$ cat config.mk
export PLATFORM = sky130hd
export DESIGN_NAME = program_counter_ras
export DESIGN_NICKNAME = d
export VERILOG_FILES = /design/src/rtl/program_counter_ras.sv
export SDC_FILE = /design/constraint.sdc
export NUM_CORES = 1
export LEC_CHECK = 0
export BUFFER_PORTS_ARGS = -buffer_cell sky130_fd_sc_hd__buf_2
export CAP_MARGIN = 10
export CORE_MARGIN = 2
export CORE_UTILIZATION = 50
export DETAILED_ROUTE_END_ITERATION = 16
export PLACE_DENSITY = 0.67
export SLEW_MARGIN = 25
export SYNTH_ARGS = -nofsm -noshare
export SYNTH_HDL_FRONTEND = slang
export SYNTH_SLANG_ARGS = --single-unit
$ cat constraint.sdc
create_clock -name clk -period 8.1 [get_ports clk]
set_clock_uncertainty 0.1 [all_clocks]
set_input_delay 0.81 -clock clk [delete_from_list [all_inputs] [get_ports clk]]
set_output_delay 0.81 -clock clk [all_outputs]
set_load 0.005 [all_outputs]
$ cat src/rtl/program_counter_ras.sv
// Fetch-stage program counter with seq/jump/branch/call/return and a circular return-address stack.
// Optional misaligned-target trap enabled by defining PC_MISALIGN_TRAP_EN.
module program_counter_ras #(
    parameter int unsigned          DIR_SIZE     = 32,
    parameter int unsigned          STEP         = 4,
    parameter int unsigned          RAS_DEPTH    = 8,
    parameter logic [DIR_SIZE-1:0]  RESET_VECTOR = '0
`ifdef PC_MISALIGN_TRAP_EN
    ,
    parameter logic [DIR_SIZE-1:0]  TRAP_VECTOR  = 32'h80
`endif
) (
    input  logic                           clk,
    input  logic                           rst,
    input  logic                           enable,
    input  logic [2:0]                     mode,
    input  logic [DIR_SIZE-1:0]            dirIn,
    input  logic                           errClr,
    output logic [DIR_SIZE-1:0]            dirOut,
    output logic [$clog2(RAS_DEPTH):0]     rasCount,
    output logic                           rasOverflow,
`ifdef PC_MISALIGN_TRAP_EN
    output logic                           misaligned,
`endif
    output logic                           rasUnderflow
);

    localparam int unsigned PTR_W = $clog2(RAS_DEPTH);
    localparam int unsigned CNT_W = PTR_W + 1;

    localparam logic [2:0] MODE_JUMP   = 3'b001;
    localparam logic [2:0] MODE_BRANCH = 3'b010;
    localparam logic [2:0] MODE_CALL   = 3'b011;
    localparam logic [2:0] MODE_RET    = 3'b100;

    logic [DIR_SIZE-1:0] pc_q, pc_d;
    logic [CNT_W-1:0]    cnt_q, cnt_d;
    logic [PTR_W-1:0]    ptr_q, ptr_d;
    logic                ovf_q, ovf_d;
    logic                unf_q, unf_d;
    logic [DIR_SIZE-1:0] stack_q [RAS_DEPTH];

    logic [DIR_SIZE-1:0] seq_pc;
    logic [DIR_SIZE-1:0] target;
    logic [PTR_W-1:0]    top_idx;
    logic                is_call;
    logic                is_pop;
    logic                trap;
    logic                push_en;
    logic                ovf_set;
    logic                unf_set;
    logic                full;
    logic                empty;

`ifdef PC_MISALIGN_TRAP_EN
    localparam logic [DIR_SIZE-1:0] STEP_MASK = DIR_SIZE'(STEP - 1);
    logic is_ctrl;
    logic mis_q, mis_d;
`endif

    assign seq_pc  = pc_q + DIR_SIZE'(STEP);
    assign top_idx = ptr_q - PTR_W'(1);
    assign full    = (cnt_q == CNT_W'(RAS_DEPTH));
    assign empty   = (cnt_q == '0);

    // Decode the target address before any trap redirect is applied.
    always_comb begin
        target  = seq_pc;
        is_call = 1'b0;
        is_pop  = 1'b0;
        unf_set = 1'b0;
        if (enable) begin
            case (mode)
                MODE_JUMP:   target = dirIn;
                MODE_BRANCH: target = pc_q + dirIn;
                MODE_CALL: begin
                    target  = dirIn;
                    is_call = 1'b1;
                end
                MODE_RET: begin
                    if (!empty) begin
                        target = stack_q[top_idx];
                        is_pop = 1'b1;
                    end else begin
                        unf_set = 1'b1;
                    end
                end
                default: target = seq_pc;
            endcase
        end
    end

`ifdef PC_MISALIGN_TRAP_EN
    assign is_ctrl = enable && ((mode == MODE_JUMP) || (mode == MODE_BRANCH) ||
                                (mode == MODE_CALL) || (mode == MODE_RET && !empty));
    assign trap    = is_ctrl && ((target & STEP_MASK) != '0);
`else
    assign trap    = 1'b0;
`endif

    always_comb begin
        pc_d    = pc_q;
        cnt_d   = cnt_q;
        ptr_d   = ptr_q;
        push_en = 1'b0;
        ovf_set = 1'b0;
        if (enable) begin
            pc_d = target;
`ifdef PC_MISALIGN_TRAP_EN
            if (trap) begin
                pc_d = TRAP_VECTOR;
            end
`endif
            // A trapped call leaves the stack untouched; a trapped return still pops.
            if (is_call && !trap) begin
                push_en = 1'b1;
                ptr_d   = ptr_q + PTR_W'(1);
                if (full) begin
                    ovf_set = 1'b1;
                end else begin
                    cnt_d = cnt_q + CNT_W'(1);
                end
            end
            if (is_pop) begin
                ptr_d = top_idx;
                cnt_d = cnt_q - CNT_W'(1);
            end
        end
    end

    // Set events take precedence over errClr.
    always_comb begin
        ovf_d = ovf_set ? 1'b1 : (errClr ? 1'b0 : ovf_q);
        unf_d = unf_set ? 1'b1 : (errClr ? 1'b0 : unf_q);
`ifdef PC_MISALIGN_TRAP_EN
        mis_d = trap ? 1'b1 : (errClr ? 1'b0 : mis_q);
`endif
    end

    always_ff @(posedge clk) begin
        if (rst) begin
            pc_q  <= RESET_VECTOR;
            cnt_q <= '0;
            ptr_q <= '0;
            ovf_q <= 1'b0;
            unf_q <= 1'b0;
`ifdef PC_MISALIGN_TRAP_EN
            mis_q <= 1'b0;
`endif
        end else begin
            pc_q  <= pc_d;
            cnt_q <= cnt_d;
            ptr_q <= ptr_d;
            ovf_q <= ovf_d;
            unf_q <= unf_d;
`ifdef PC_MISALIGN_TRAP_EN
            mis_q <= mis_d;
`endif
        end
    end

    // Stack contents are don't-care after reset, so the array carries no reset.
    always_ff @(posedge clk) begin
        if (push_en) begin
            stack_q[ptr_q] <= seq_pc;
        end
    end

    assign dirOut       = pc_q;
    assign rasCount     = cnt_q;
    assign rasOverflow  = ovf_q;
    assign rasUnderflow = unf_q;
`ifdef PC_MISALIGN_TRAP_EN
    assign misaligned   = mis_q;
`endif

endmodule

==> metrics.cfg, run 1 <==
[synth]
yosysMostFrequentCell=edfxtp_1
avgSynthCellArea_um2=14.07
synth_common_cells=edfxtp_1, nand2_1, a21oi_1, mux4_2, nor2_1
synth.yosys.seq_area_share=0.6007
synth-simple-area-share=0.08436
netlist_area_um2=14160
synth_xor_area_frac=0.03030
synthTopCellsByArea=edfxtp_1, mux4_2, dfxtp_1
yosys_warnings=0
synthAdderAreaFrac=0.03463
synth_edf_count=256
synth_cell_types=70
ys_ff_latch=297
synth.largest_area_cell=edfxtp_1
synthFlopType=edfxtp_1
syn-num-nets=1084
synthArstFlopShare=0
synth_compound_area_frac=0.09814
yosysTopAreaCellShare=0.5428
synth_top_family_by_area=multiplexers
muxShareOfSynthArea=0.1273
synthCells=1007

[routing]
first_iter_violations=908
detail_route.wirelength_mm=35.97
drc=0
drtPass1Iterations=6
num_vias=9139
viasPerCell=6.154
post_drt_wl_per_cell_um=24.22
drtAntennaViolNets=0

[clock_tree]
cts_resized=0
root_buffer=clkbuf_16
clockBufferDepth=3
numCtsBuffers=31
cts_tree=built
clk_latency_ns=0.56
postCtsSetupBuffers=0
clkSinkCount=297
htree_levels=1
hold_buffers=0
clkTransAtPathRegs_ns=0.07

[finish]
drive_above_1_share=0.2240
n_antenna_cell=0
nFillCells=2218
fin_nets=1159
syn2layout_area_growth_pct=13.43
register_area_um2=8512
multi_input_area_um2=5404

[sta]
fin_setup_tns_ns=0
hold_viol=0
slew_headroom=0.3192
final-max-slew-violation-count=0
worst_pin_slew_ns=1.021
max_freq_mhz=240.8
setup_violations=0
period_needed_ns=4.153
rsz0062_at_grt=no
fin_crit_sh=0.5128

[floorplan]
rows=61
die_w_um=172.3
core-area_um2=27860
initial_core_util=0.5084
pin_count=77
die_height_um=172.3
die_area_um2=29690

[setup_path]
crit_chain=inv_1, ha_4, xor2_4, buf_4, mux2_2, a221oi_2, or3b_1, a32oi_1, nor3_1
required_ns=8.42
crit_slowest_cell=dfxtp_4
crit_family=flip-flops
cp-start-kind=flip-flop
endpoint_kind=flip-flop
critical-path-max-stage-delay_ns=0.94
cp_max_fo=44
critPathBufInv=2
crit_arrival_ns=4.48
critPathKind=reg -> reg

[pwr]
leakage_nw=5.700
peakVddDrop_v=0.0001504
p_total_mw=3.602
p_per_area_nw_per_um2=224.2

[grt]
grt_max_degree=68
grt_usage=0.2473
grt_first_pass_wirelength_mm=53.76
grt_pass1_vias=8982
grt_overflow_total=0
antenna_found_initial=0

[placed_design]
routabilityCongestion=0.8583
dpl.hpwl_mm=22.19
port-buffer-count=76

[outcome]
outcome=finished clean

[run]
cap_violations=0

[hold_path]
hold_path.class=reg -> reg

## cell type report
| type | count | share of cell area |
|---|---|---|
| well taps | 378 | 0.02944 |
| clock buffers | 33 | 0.04875 |
| inverters | 16 | 0.003738 |
| clock inverters | 25 | 0.01900 |
| multi-input cells | 643 | 0.3364 |
| flip-flops and latches | 297 | 0.5298 |
| repair buffers | 93 | 0.03287 |
## flip-flops by register name, indices dropped and copies added, names as in the netlist
register	flops
stack_q	256
dirOut	32
rasCount	4
ptr_q	3
rasOverflow	1
rasUnderflow	1
## power by group
group	internal, mW	leakage [nW]	total, mW	switching, mW
Sequential	1.69	2.66	1.73	0.0371
Clock	0.920	0.531	1.51	0.588
Combinational	0.149	2.51	0.366	0.217
Total	2.76	5.70	3.60	0.842
## final timing paths
check,from,to,slack (ns),cells after the start
setup / recovery,ptr_q[0],dirOut[19],3.95,9
hold / removal,rasUnderflow,rasUnderflow,0.37,2
setup reg to reg,ptr_q[0],dirOut[19],3.95,9
hold reg to reg,rasUnderflow,rasUnderflow,0.37,2
## placed cells by master (no fill, tap or decap), types with 16 or more instances in the layout
cell type    n
dfxtp_1     40
o21ai_0     32
ha_1        35
a21oi_1     69
edfxtp_1   256
buf_4       16
nor3_1      24
xnor2_1     30
mux4_2      64
nand3_1     16
clkbuf_16   31
buf_2       76
nand2_1     76
nor2_1      56
xor2_1      18
mux2i_1     26
## worst register-to-register path: stages (launching register included)
cell and delay (ns):
dfxtp_4 0.94, inv_1 0.24, ha_4 0.25, xor2_4 0.74, buf_4 0.44, mux2_2 0.39
a221oi_2 0.32, or3b_1 0.39, a32oi_1 0.15, nor3_1 0.06
## layer usage
metal / GRT usage / vias to the layer above / share of wire
met2: 0.4119 / 320 / 0.49
met3: 0.03319 / 47 / 0.066
met1: 0.3445 / 4651 / 0.43
li1: - / 4121 / -
met5: 0 / - / 0
met4: 0.06869 / 0 / 0.022
## metrics by stage
stage / area (um2) / util / std cells / hold slack, ns / setup slack, ns
floorplan: 14160 / - / 1007 / 0.3483 / 3.833
global placement: 14950 / 0.5366 / 1426 / 0.3380 / 4.012
detailed placement: 14950 / 0.5366 / 1426 / 0.3704 / 3.964
CTS: 16040 / 0.5757 / 1484 / 0.3797 / 3.908
global route: 16070 / 0.5767 / 1485 / 0.3867 / 3.698
finish: 16070 / 0.5767 / 1485 / 0.3749 / 3.947
## cells by family (layout without fill, tap and decap cells)
kind of cell	count (synthesis)	after routing
AND/OR/NAND/NOR	247	247
XOR/XNOR	49	49
multiplexers	99	99
adder cells (fa/ha/maj)	38	38
buffers and inverters	67	167
AO/OA/AOI/OAI	210	210
flip-flops	297	297
Power figures use the tool's default switching activity.
==> run 2: changes to the inputs <==
==> constraint.sdc (replaced) <==
create_clock -name clk -period 4.31 [get_ports clk]
set_clock_uncertainty 0.1 [all_clocks]
set_input_delay 0.431 -clock clk [delete_from_list [all_inputs] [get_ports clk]]
set_output_delay 0.431 -clock clk [all_outputs]
set_load 0.005 [all_outputs]
==> metrics.cfg, run 2 (synthesis gave the netlist of run 1 again) <==
[routing]
first_iter_violations=894  ; -1.5%
post_drt_wl_per_cell_um=23.90  ; -1.3%
drc=0  ; unchanged
num_vias=9169  ; +0.33%
viasPerCell=6.174  ; +0.33%
detail_route.wirelength_mm=35.50  ; -1.3%
drtPass1Iterations=5  ; -1
drtAntennaViolNets=0  ; unchanged

[floorplan]
die_area_um2=29690  ; unchanged
rows=61  ; unchanged
die_w_um=172.3  ; unchanged
pin_count=77  ; unchanged
core-area_um2=27860  ; unchanged
die_height_um=172.3  ; unchanged
initial_core_util=0.5084  ; unchanged

[clock_tree]
numCtsBuffers=31  ; unchanged
postCtsSetupBuffers=0  ; unchanged
clk_latency_ns=0.57  ; about the same
clockBufferDepth=3  ; unchanged
root_buffer=clkbuf_16
clkTransAtPathRegs_ns=0.07  ; about the same
htree_levels=1  ; unchanged
cts_resized=0  ; unchanged
clkSinkCount=297  ; unchanged
cts_tree=built
hold_buffers=0  ; unchanged

[setup_path]
critPathBufInv=1  ; -1
critical-path-max-stage-delay_ns=0.51  ; -0.43 ns
crit_chain=ha_1, inv_1, fa_1, nand2b_1, a21oi_1, o211ai_1, a21oi_1, o2111ai_1, a211oi_2, or3_1, nand3_1, a211oi_1
endpoint_kind=flip-flop
cp-start-kind=flip-flop
critPathKind=reg -> reg
crit_arrival_ns=3.72  ; -0.76 ns
required_ns=4.70  ; -3.72 ns
timing.rr.end=dirOut[26]
cpMostUsedCell=a21oi_1
cp_max_fo=11  ; -75%
r2r_setup_slack_ns=0.98  ; -2.96 ns
crit_family=compound AO/OA/AOI/OAI gates
reg2reg_depth=12  ; +3
crit_slowest_cell=dfxtp_1
crit_start=dirOut[0]
r2r_start=dirOut[0]

[hold_path]
min_from=errClr
worstHoldPathCells=4  ; +2
min_to=rasUnderflow
hold_path.class=in -> reg

[sta]
fin_crit_sh=0.7721  ; +0.2593
hold_viol=0  ; unchanged
slew_headroom=0.3178  ; -0.001380
setup_violations=0  ; unchanged
max_freq_mhz=300.5  ; +25%
fin_setup_tns_ns=0  ; unchanged
fin_ws_ns=0.9823  ; -2.964 ns
worst_pin_slew_ns=1.013  ; -0.008631 ns
final-max-slew-violation-count=0  ; unchanged
period_needed_ns=3.328  ; -0.8257 ns
rsz0062_at_grt=no

[finish]
final-instance-count-excl-fill=1485  ; unchanged
drive_above_1_share=0.2222  ; -0.001807
final_common_cell=edfxtp_1
utilization=0.5722  ; -0.004491
final_cell_mix=edfxtp_1, nand2_1, buf_2
syn2layout_area_growth_pct=12.54
fin_nets=1161  ; +0.17%
top_register=stack_q
largest_reg_flops=256  ; unchanged
nFillCells=2234  ; +0.72%
n_antenna_cell=0  ; unchanged
multi_input_area_um2=5404  ; unchanged
register_area_um2=8512  ; unchanged

[pwr]
leakage_nw=5.641  ; -1.0%
p_per_area_nw_per_um2=398.0  ; +78%
peakVddDrop_v=0.0002459  ; +63%

[run]
cap_violations=0  ; unchanged

[grt]
grt_first_pass_wirelength_mm=54.56  ; +1.5%
grt_max_degree=71  ; +4.4%
grt_overflow_total=0  ; unchanged
antenna_found_initial=0  ; unchanged
grt_usage=0.2464  ; -0.0009676
grt_pass1_vias=9215  ; +2.6%

[placed_design]
routabilityCongestion=0.9074  ; +5.7%
post-place-ws_ns=1.027  ; -2.938 ns
dpl.hpwl_mm=22.28  ; +0.40%
port-buffer-count=76  ; unchanged
dp_cells=1429  ; +0.21%

[outcome]
outcome=finished clean

[run 2: cell count changes in the layout (fill, tap and decap cells not counted), sizes merged]
cell / delta
inv: +1
clkinvlp: -2
clkinv: +1
buf: +2
clkbuf: +5
bufinv: -7
[run 2: worst register-to-register path, delay by kind of cell (launching register included)]
family	cells	cell delay, ns
adder cells (fa/ha/maj)	2	0.67
AND/OR/NAND/NOR	3	0.42
flip-flops	1	0.51
AO/OA/AOI/OAI	6	1.49
buffers and inverters	1	0.07
[run 2: area by class of cell]
class / instances / share of cell area
clock buffer: 38 / 0.05031
clock inverter: 18 / 0.006515
inverter: 16 / 0.003768
multi-input combinational: 643 / 0.3390
sequential: 297 / 0.5340
tap: 378 / 0.02967
timing repair buffer: 95 / 0.03673
[run 2: power breakdown]
group	leakage (nW)	total, mW	switching, mW	internal, mW
clock	0.455	2.41	1.09	1.32
combinational	2.52	0.701	0.421	0.280
sequential	2.66	3.23	0.0554	3.18
[run 2: worst max path at each step]
stage	endpoint	cells past startpoint	slack [ns]
floorplan	stack_q[0][0]	5	0.42
global placement	dirOut[26]	13	1.10
CTS	dirOut[26]	12	0.99
global route	dirOut[26]	12	0.71
finish	dirOut[26]	12	0.98
detailed placement	dirOut[26]	12	1.03
[run 2: stage by stage]
| stage | total power, mW | hold WS, ns | instance area (um2) |
|---|---|---|---|
| 4_1_cts | 6.378 | 0.01473 | 15940 |
| 6_report | 6.345 | 0.03234 | 15940 |
| 3_3_place_gp | 3.979 | 0.3421 | 15030 |
| 2_1_floorplan | 3.778 | 0.3483 | 14160 |
| 3_5_place_dp | 3.988 | 0.3492 | 15030 |
| 5_1_grt | 6.556 | 0.07148 | 15940 |
[run 2: routing by layer]
layer	global-route usage	part of all wire	vias up
met4	0.06175	0.020	0
met1	0.3519	0.45	4696
met3	0.03067	0.053	53
met2	0.4053	0.48	294
met5	0	0	-
li1	-	-	4126
